File: config.mk
export PLATFORM = sky130hd
export DESIGN_NAME = stconv_unit
export DESIGN_NICKNAME = d
export VERILOG_FILES = /design/src/rtl/stconv_unit_pkg.sv /design/src/rtl/stconv_unit_lane.sv /design/src/rtl/stconv_unit.sv
export SDC_FILE = /design/constraint.sdc
export NUM_CORES = 1
export LEC_CHECK = 0
export CELL_PAD_IN_SITES_DETAIL_PLACEMENT = 2
export CELL_PAD_IN_SITES_GLOBAL_PLACEMENT = 2
export CORE_AREA = 3 3 123 125
export DETAILED_ROUTE_END_ITERATION = 10
export DIE_AREA = 0 0 126 128
export DONT_BUFFER_PORTS = 1
export GPL_ROUTABILITY_DRIVEN = 0
export GPL_TIMING_DRIVEN = 0
export PLACE_DENSITY_LB_ADDON = 0.1
export SYNTH_ARGS = -nofsm -noshare
export SYNTH_HDL_FRONTEND = slang
export SYNTH_SLANG_ARGS = --single-unit
File: constraint.sdc
create_clock -name clock -period 4.9 [get_ports clock]
set_input_delay 0.735 -clock clock [delete_from_list [all_inputs] [get_ports clock]]
set_output_delay 0.735 -clock clock [all_outputs]
set_load 0.01 [all_outputs]
File: src/rtl/stconv_unit_pkg.sv
// Shared store/load converter definitions: funct3 size codes and store FSM states.
package stconv_unit_pkg;

  // funct3 size codes; the load converter decodes the same values as LB/LH/LW.
  localparam logic [2:0] F3_B = 3'b000;
  localparam logic [2:0] F3_H = 3'b001;
  localparam logic [2:0] F3_W = 3'b010;

  typedef enum logic [1:0] {
    IDLE = 2'd0,
    LO   = 2'd1,
    HI   = 2'd2
  } state_t;

endpackage

File: src/rtl/stconv_unit_lane.sv
// Combinational lane steering for a store: byte enables and shifted data for the
// low word (addressed word) and the high word (next word, used only when crossing).
module stconv_lane
  import stconv_unit_pkg::*;
(
  input  logic [2:0]  funct3,
  input  logic [1:0]  off,
  input  logic [31:0] data,
  output logic [3:0]  lo_be,
  output logic [3:0]  hi_be,
  output logic [31:0] lo_data,
  output logic [31:0] hi_data,
  output logic        legal
);

  logic [3:0]  base;
  logic [7:0]  m8;
  logic [63:0] w64;

  // Size mask from funct3, then shift mask and data across a two-word window.
  always_comb begin
    base  = 4'b0000;
    legal = 1'b0;
    case (funct3)
      F3_B:    begin base = 4'b0001; legal = 1'b1; end
      F3_H:    begin base = 4'b0011; legal = 1'b1; end
      F3_W:    begin base = 4'b1111; legal = 1'b1; end
      default: begin base = 4'b0000; legal = 1'b0; end
    endcase
    m8      = {4'b0000, base} << off;
    w64     = {32'h0000_0000, data} << {off, 3'b000};
    lo_be   = m8[3:0];
    hi_be   = m8[7:4];
    lo_data = w64[31:0];
    hi_data = w64[63:32];
  end

endmodule

File: src/rtl/stconv_unit.sv
// Store data converter: accepts one store, issues one or two word-aligned write
// beats over mem_req/mem_ack, and reports done, illegal or misalign.
module stconv_unit
  import stconv_unit_pkg::*;
#(
  parameter bit SPLIT_EN = 1'b1
) (
  input  logic        clock,
  input  logic        reset,
  input  logic        req_valid,
  output logic        req_ready,
  input  logic [31:0] ir,
  input  logic [31:0] addr,
  input  logic [31:0] data,
  output logic        mem_req,
  input  logic        mem_ack,
  output logic [31:0] mem_addr,
  output logic [31:0] mem_wdata,
  output logic [3:0]  mem_be,
  output logic        done,
  output logic        illegal,
  output logic        misalign
);

  state_t      state_q, state_d;
  logic        req_ready_q, req_ready_d;
  logic        mem_req_q, mem_req_d;
  logic [31:0] mem_addr_q, mem_addr_d;
  logic [31:0] mem_wdata_q, mem_wdata_d;
  logic [3:0]  mem_be_q, mem_be_d;
  logic        done_q, done_d;
  logic        illegal_q, illegal_d;
  logic        misalign_q, misalign_d;
  logic [3:0]  hi_be_q, hi_be_d;
  logic [31:0] hi_data_q, hi_data_d;

  logic [3:0]  lane_lo_be, lane_hi_be;
  logic [31:0] lane_lo_data, lane_hi_data;
  logic        lane_legal;

  // Only funct3 selects the store type; the remaining IR bits are don't-care.
  logic unused_ir_bits;
  assign unused_ir_bits = ^{ir[31:15], ir[11:0]};

  stconv_lane u_lane (
    .funct3  (ir[14:12]),
    .off     (addr[1:0]),
    .data    (data),
    .lo_be   (lane_lo_be),
    .hi_be   (lane_hi_be),
    .lo_data (lane_lo_data),
    .hi_data (lane_hi_data),
    .legal   (lane_legal)
  );

  // Next-state and next-output logic; the high beat is captured at accept so
  // later changes on ir/addr/data cannot disturb an in-flight store.
  always_comb begin
    state_d     = state_q;
    req_ready_d = req_ready_q;
    mem_req_d   = mem_req_q;
    mem_addr_d  = mem_addr_q;
    mem_wdata_d = mem_wdata_q;
    mem_be_d    = mem_be_q;
    done_d      = 1'b0;
    illegal_d   = 1'b0;
    misalign_d  = 1'b0;
    hi_be_d     = hi_be_q;
    hi_data_d   = hi_data_q;
    case (state_q)
      IDLE: begin
        if (req_valid && req_ready_q) begin
          if (!lane_legal) begin
            illegal_d = 1'b1;
          end else if (!SPLIT_EN && (lane_hi_be != 4'b0000)) begin
            misalign_d = 1'b1;
          end else begin
            state_d     = LO;
            req_ready_d = 1'b0;
            mem_req_d   = 1'b1;
            mem_addr_d  = {addr[31:2], 2'b00};
            mem_wdata_d = lane_lo_data;
            mem_be_d    = lane_lo_be;
            hi_be_d     = lane_hi_be;
            hi_data_d   = lane_hi_data;
          end
        end
      end
      LO: begin
        if (mem_ack) begin
          if (hi_be_q == 4'b0000) begin
            state_d     = IDLE;
            req_ready_d = 1'b1;
            mem_req_d   = 1'b0;
            mem_be_d    = 4'b0000;
            done_d      = 1'b1;
          end else begin
            // Second beat follows with no bubble; address wraps modulo 2^32.
            state_d     = HI;
            mem_addr_d  = mem_addr_q + 32'd4;
            mem_wdata_d = hi_data_q;
            mem_be_d    = hi_be_q;
          end
        end
      end
      HI: begin
        if (mem_ack) begin
          state_d     = IDLE;
          req_ready_d = 1'b1;
          mem_req_d   = 1'b0;
          mem_be_d    = 4'b0000;
          done_d      = 1'b1;
        end
      end
      default: begin
        state_d     = IDLE;
        req_ready_d = 1'b1;
        mem_req_d   = 1'b0;
        mem_be_d    = 4'b0000;
      end
    endcase
  end

  // State and output registers; reset aborts any in-flight store immediately.
  always_ff @(posedge clock or posedge reset) begin
    if (reset) begin
      state_q     <= IDLE;
      req_ready_q <= 1'b1;
      mem_req_q   <= 1'b0;
      mem_addr_q  <= 32'h0000_0000;
      mem_wdata_q <= 32'h0000_0000;
      mem_be_q    <= 4'b0000;
      done_q      <= 1'b0;
      illegal_q   <= 1'b0;
      misalign_q  <= 1'b0;
      hi_be_q     <= 4'b0000;
      hi_data_q   <= 32'h0000_0000;
    end else begin
      state_q     <= state_d;
      req_ready_q <= req_ready_d;
      mem_req_q   <= mem_req_d;
      mem_addr_q  <= mem_addr_d;
      mem_wdata_q <= mem_wdata_d;
      mem_be_q    <= mem_be_d;
      done_q      <= done_d;
      illegal_q   <= illegal_d;
      misalign_q  <= misalign_d;
      hi_be_q     <= hi_be_d;
      hi_data_q   <= hi_data_d;
    end
  end

  assign req_ready = req_ready_q;
  assign mem_req   = mem_req_q;
  assign mem_addr  = mem_addr_q;
  assign mem_wdata = mem_wdata_q;
  assign mem_be    = mem_be_q;
  assign done      = done_q;
  assign illegal   = illegal_q;
  assign misalign  = misalign_q;

endmodule

==> results of run 1 <==
cell usage after synthesis (all sizes together), types with 3 or more instances:
master     n  area share
a211oi     4      0.0053
a21o       3      0.0040
a21oi     48       0.049
a221oi    16       0.025
a22oi      8       0.011
a2bb2oi    7       0.011
and3       4      0.0044
and4       5      0.0078
buf       26       0.029
clkbuf    24       0.016
dfrtp     98        0.44
ha         4      0.0089
inv        7      0.0047
mux2      29       0.058
mux2i      9       0.016
nand2    109       0.073
nand3     20       0.018
nand4     11       0.014
nor2      73       0.049
nor3      10      0.0089
nor4       4      0.0082
o211ai     8       0.011
o21ai     65       0.058
o22ai     12       0.013
o311ai     3      0.0047
o41ai      8       0.020
per-stage QoR:
step / hold WS, ns / instances
after floorplan: 0.445 / 643
after global placement: 0.456 / 823
after detailed placement: 0.470 / 824
after CTS: 0.369 / 839
after global routing: 0.388 / 839
final: 0.349 / 839
logic make-up (layout without fill, tap and decap cells):
family                     after synthesis  in the layout
DFF                                     99             99
other                                    1              3
buffers and inverters                   59             75
and+or+nand+nor                        242            242
muxes                                   38             38
adders and majority gates                4              4
AOI/OAI and AO/OA                      198            198
final cells by class:
type / count / share of cell area
clock inverter: 6 / 0.0107
sequential: 99 / 0.400
tap: 180 / 0.0364
multi-input combinational: 485 / 0.465
inverter: 9 / 0.00586
timing repair buffer: 1 / 0.00445
buffer: 50 / 0.0408
clock buffer: 9 / 0.0364
worst paths after layout:
kind,slack [ns],end
setup reg to reg,2.44,mem_addr[26]
hold reg to reg,0.48,hi_data_q[18]
min in group clock,0.48,hi_data_q[18]
max in group asynchronous,3.81,req_ready
setup / recovery,2.44,mem_addr[26]
hold / removal,0.35,hi_data_q[21]
critical path, cell delays in order (launching register included):
cell and delay (ns):
dfrtp_1 0.56, ha_1 0.28, nand3_1 0.18, nor4_1 0.64, nand2_1 0.15, nor2_1 0.34
a311oi_2 0.15
report_power, final:
part	switching, uW	internal, uW
Combinational	1100	583
Clock	332	394
Sequential	515	1190
Total	1940	2170
routing by layer:
metal | share of wire | routed length [um]
met5 | 0 | 0
met4 | 0.024 | 544
met3 | 0.069 | 1550
met2 | 0.51 | 11300
met1 | 0.40 | 8870
state kept, by name, summed over array words and instances, names as in the netlist:
name,count
hi_be_q,3
hi_data_q,24
mem_wdata,32
done,1
mem_be,4
mem_addr,30
mem_req,1
illegal,1
state_q,2
req_ready,1
==> reports/summary.txt, run 1 <==
number of synthesized register bits = 99
Core Area = 14000 sq um
Post-CTS Setup Repair Bufs = 0
CP max FO = 7
fmax = 0.406 GHz
post-route DRC violation count = 0
Mapped Area = 5640 sq um
via count = 5277
status = finished, final reports clean
Worst slew margin = 0.203
clock sinks = 99
first-pass iteration count of the detailed router = 5
cell row count = 43
Die Ht = 128 um
min cycle time layout = 2.46 ns
Post-CTS Resized = 0
post-layout util = 0.442
total gr overflow = 0
Peak VDD IR = 0.209 mV
largest net degree at the start of global routing = 51
power per cell area = 664 nW/um^2
global-route usage over all layers = 0.279
Final Hold Viols = 0
post-synthesis sequential area ratio = 0.440
worst path arrival time = 2.67 ns
CTS tree = yes
Final ANT Viol Nets = 0
Multi-input gate area = 2880 sq um
Final Skew = 0.00666 ns
most frequent cells in the layout = nand2_1, dfrtp_1, nor2_1, o21ai_0, a21oi_1
Worst-Skew Late Latency = 0.36 ns
via-per-instance ratio = 6.29
post-synthesis compound-gate area fraction = 0.236
die width = 126 um
most common cell after layout, fill and taps aside = nand2_1
post-route cell area = 6190 sq um
LEAKAGE = 0.00252 uW
Yosys warning count = 0
crit path from = mem_addr[2]
Synth cell types = 58
number of inserted diodes = 0
CP Capture Type = register
Synth Instances = 641
adder-cell area share of the yosys netlist = 0.00888
Post-Syn Area per Cell = 8.79 sq um
Layout Nets = 759
first-pass GRT wire length = 34600 um
RR Startpoint = mem_addr[2]
Tcrit/Tclk final = 0.502
worst-case reg-to-reg path depth = 6
pre-CTS setup slack = 2.41 ns
vias in the first global route = 5897
Final TNS setup = 0 ns
Simple-Gate Fraction of Synth Area = 0.190
final wirelength = 22300 um
Crit path required time = 5.11 ns
Hold Crit Class = in -> async
PortBufs = 0
Post-synth EDFFs = 0
final setup fails = 0
Clock Tree Buf Depth = 2
drt wl/cell = 26.6 um
layout cells sized above 1 = 0.135
fin worst setup slack = 2.44 ns
WS Path Type = reg -> reg
Starting Density = 0.403
die area = 16100 sq um
RSZ-0062 raised after global routing = false
Layout fillers = 1541
total power draw = 4110 uW
antenna violations before repair = 0
Placed Area = 5900 sq um
busiest layer in global routing = met2
DRT iter0 DRCs = 344
io pins = 173
Startpoint Class = register
TritonCTS Buffers = 9
Worst-Margin Slew = 1.19 ns
H-tree depth = 3
ys async rst share = 1.00
Detailed Place HPWL = 16500 um
routing usage on met1 = 0.327
clk slew on worst S/H paths = 0.07 ns
cts hold-fix bufs = 0
largest family of logic cells by synthesized area = compound AO/OA/AOI/OAI gates
Most used DFF post-synth = dfrtp_1
xor and xnor area share after synthesis = 0
Area Overhead vs Synth = 9.84%
met2 usage = 0.494
root buf cell = clkbuf_16
final slew viol count = 0
multiplexer area fraction after synthesis = 0.0739
met3 Track Usage GR = 0.0721
max_cap viols = 0
Seq. cell area = 2480 sq um
(Power assumes the default switching activity.)
==> run 2, diff against run 1 <==
--- a/config.mk
+++ b/config.mk
@@ -7,9 +7,9 @@
 export LEC_CHECK = 0
 export CELL_PAD_IN_SITES_DETAIL_PLACEMENT = 2
 export CELL_PAD_IN_SITES_GLOBAL_PLACEMENT = 2
-export CORE_AREA = 3 3 123 125
+export CORE_AREA = 3 3 128 130
 export DETAILED_ROUTE_END_ITERATION = 10
-export DIE_AREA = 0 0 126 128
+export DIE_AREA = 0 0 131 133
 export DONT_BUFFER_PORTS = 1
 export GPL_ROUTABILITY_DRIVEN = 0
 export GPL_TIMING_DRIVEN = 0
==> constraint.sdc (replaced) <==
create_clock -name clock -period 2.4 [get_ports clock]
set_input_delay 0.36 -clock clock [delete_from_list [all_inputs] [get_ports clock]]
set_output_delay 0.36 -clock clock [all_outputs]
set_load 0.01 [all_outputs]
==> reports/summary.txt, run 2 (synthesis gave the netlist of run 1 again) <==
first-pass GRT wire length = 36000 um (+4.0%)
io pins = 173 (unchanged)
power per cell area = 1360 nW/um^2 (+100%)
pre-CTS setup slack = -0.174 ns (-2.58 ns)
top cell family by delay on the critical path = buffers and inverters
antenna violations before repair = 1 (+1)
TritonCTS Buffers = 9 (unchanged)
Area Overhead vs Synth = 11.9%
Peak VDD IR = 0.401 mV (+92%)
Worst-Skew Late Latency = 0.35 ns (about the same)
vias in the first global route = 6182 (+4.8%)
Crit-path slowest cell = a221oi_1
reg2reg end = mem_wdata[2]
max_cap viols = 0 (unchanged)
Detailed Place HPWL = 17100 um (+3.3%)
Final Hold Viols = 0 (unchanged)
metal1 wirelength = 9040 um (+1.9%)
crit path from = state_q[1]
P_sw = 4090 uW (+110%)
min cycle time layout = 2.26 ns (-0.203 ns)
most frequent cells in the layout = nand2_1, dfrtp_1, nor2_1, o21ai_0, a21oi_1
WS Path Type = reg -> reg
CTS tree = yes
die area = 17400 sq um (+8.0%)
Worst slew margin = 0.469 (+0.267)
global-route usage over all layers = 0.272 (-0.00733)
root buf cell = clkbuf_16
Placed Area = 5950 sq um (+0.89%)
via count = 5298 (+0.40%)
drt wl/cell = 26.6 um (about the same)
slowest stage delay, CP = 0.42 ns (-0.22 ns)
cell row count = 45 (+4.7%)
HP Start = mem_ack
met2 wire length = 11700 um (+2.9%)
DRT iter0 DRCs = 262 (-24%)
max reg flops = 32 (unchanged)
Seq. cell area = 2480 sq um (about the same)
Worst-Margin Slew = 0.789 ns (-0.398 ns)
most common cell after layout, fill and taps aside = nand2_1
sw frac = 0.477 (+0.00391)
status = finished, final reports clean
CP max FO = 10 (+3)
CP Capture Type = register
Crit path required time = 2.62 ns (-2.49 ns)
top sig layer = met4
Final Skew = 0.00872 ns (+0.00206 ns)
CP bufs+invs = 5 (+5)
Power Internal = 4490 uW (+110%)
metal3 WL = 1690 um (+9.0%)
Clock power frac = 0.181 (+0.004)
Hold Path Stages = 2
Starting Density = 0.369 (-0.0335)
largest net degree at the start of global routing = 38 (-25%)
final slew viol count = 0 (unchanged)
RSZ-0062 raised after global routing = false
RR Startpoint = state_q[1]
die width = 131 um (+4.0%)
fmax = 0.443 GHz (+9.0%)
first-pass iteration count of the detailed router = 4 (-1)
LEAKAGE = 0.00257 uW (+2.1%)
H-tree depth = 3 (unchanged)
Clock Tree Buf Depth = 2 (unchanged)
Flop pwr share = 0.409 (-0.006)
via-per-instance ratio = 6.07 (-3.5%)
total gr overflow = 0 (unchanged)
Hold Path End = done
worst-case reg-to-reg path depth = 10 (+4)
post-route cell area = 6310 sq um (+1.9%)
final setup fails = 0 (unchanged)
Layout fillers = 1692 (+9.8%)
Core Area = 15300 sq um (+9.1%)
layout cells sized above 1 = 0.156 (+0.0208)
PortBufs = 0 (unchanged)
Startpoint Class = register
Multi-input gate area = 2910 sq um (+0.96%)
post-route DRC violation count = 0 (unchanged)
Comb power frac = 0.411 (+0.003)
worst path arrival time = 2.48 ns (-0.19 ns)
Hold Crit Class = in -> reg
Post-CTS Setup Repair Bufs = 0 (unchanged)
fin worst setup slack = 0.142 ns (-2.30 ns)
clk slew on worst S/H paths = 0.08 ns (about the same)
Die Ht = 133 um (+3.9%)
worst reg-to-reg setup slack = 0.14 ns (-2.30 ns)
CP Cell Sequence = inv_1 -> ha_1 -> buf_2 -> clkinv_2 -> a21oi_4 -> a21o_1 -> buf_6 -> buf_4 -> a221oi_1 -> nor2_1
Final ANT Viol Nets = 0 (unchanged)
final wirelength = 23200 um (+4.0%)
clock sinks = 99 (unchanged)
Layout Nets = 760 (+0.13%)
Tcrit/Tclk final = 0.941 (+0.439)
run 2: final cells by class:
class                           count  share of cell area
Sequential cell                    99               0.393
Clock buffer                       10              0.0379
Multi-Input combinational cell    485               0.461
Buffer                             49              0.0407
Clock inverter                      6              0.0111
Inverter                            9             0.00615
Timing Repair Buffer                3             0.00794
Tap cell                          211              0.0419
Antenna cell                        1            0.000397
run 2: through the flow:
stage          total power [uW]  setup TNS, ns  hold WS [ns]   util  cells
6_report                   8570              0         0.120  0.413    873
5_1_grt                    9220              0         0.111  0.413    873
4_1_cts                    8600              0         0.109  0.411    873
3_5_place_dp               6990         -0.476         0.379  0.390    856
3_3_place_gp               6740         -0.235         0.457  0.387    854
2_1_floorplan              5650              0         0.445      -    643
run 2: power by group through the flow:
stage	registers (uW)	logic (uW)	clock network, uW
finish	3500	3520	1550
global route	3640	3930	1660
CTS	3500	3520	1580
detailed placement	3520	3460	0
global placement	3480	3260	0
floorplan	3230	2420	0
run 2: worst reg2reg max path, cell delays in order, from the launching register on:
cell,delay (ns)
dfrtp_1,0.39
inv_1,0.08
ha_1,0.18
buf_2,0.19
clkinv_2,0.18
a21oi_4,0.07
a21o_1,0.18
buf_6,0.15
buf_4,0.20
a221oi_1,0.42
nor2_1,0.09
run 2: per-layer routing:
metal	track usage	vias up
li1	-	2354
met1	0.317	2731
met2	0.463	169
met3	0.0735	44
met4	0.115	0
met5	0	-
run 2: worst max path at each step:
stage                        end  depth (start not counted)
finish              mem_wdata[2]                         10
global route        hi_data_q[9]                          9
CTS                 mem_addr[26]                          6
detailed placement  mem_addr[26]                          6
global placement    mem_addr[26]                          6
floorplan           mem_addr[11]                         10
run 2: what timing repair did:
item,in CTS,in global routing
hold endpoints to repair,1,0
hold buffers,1,0
resized for setup,3,15
setup endpoints to repair,27,43
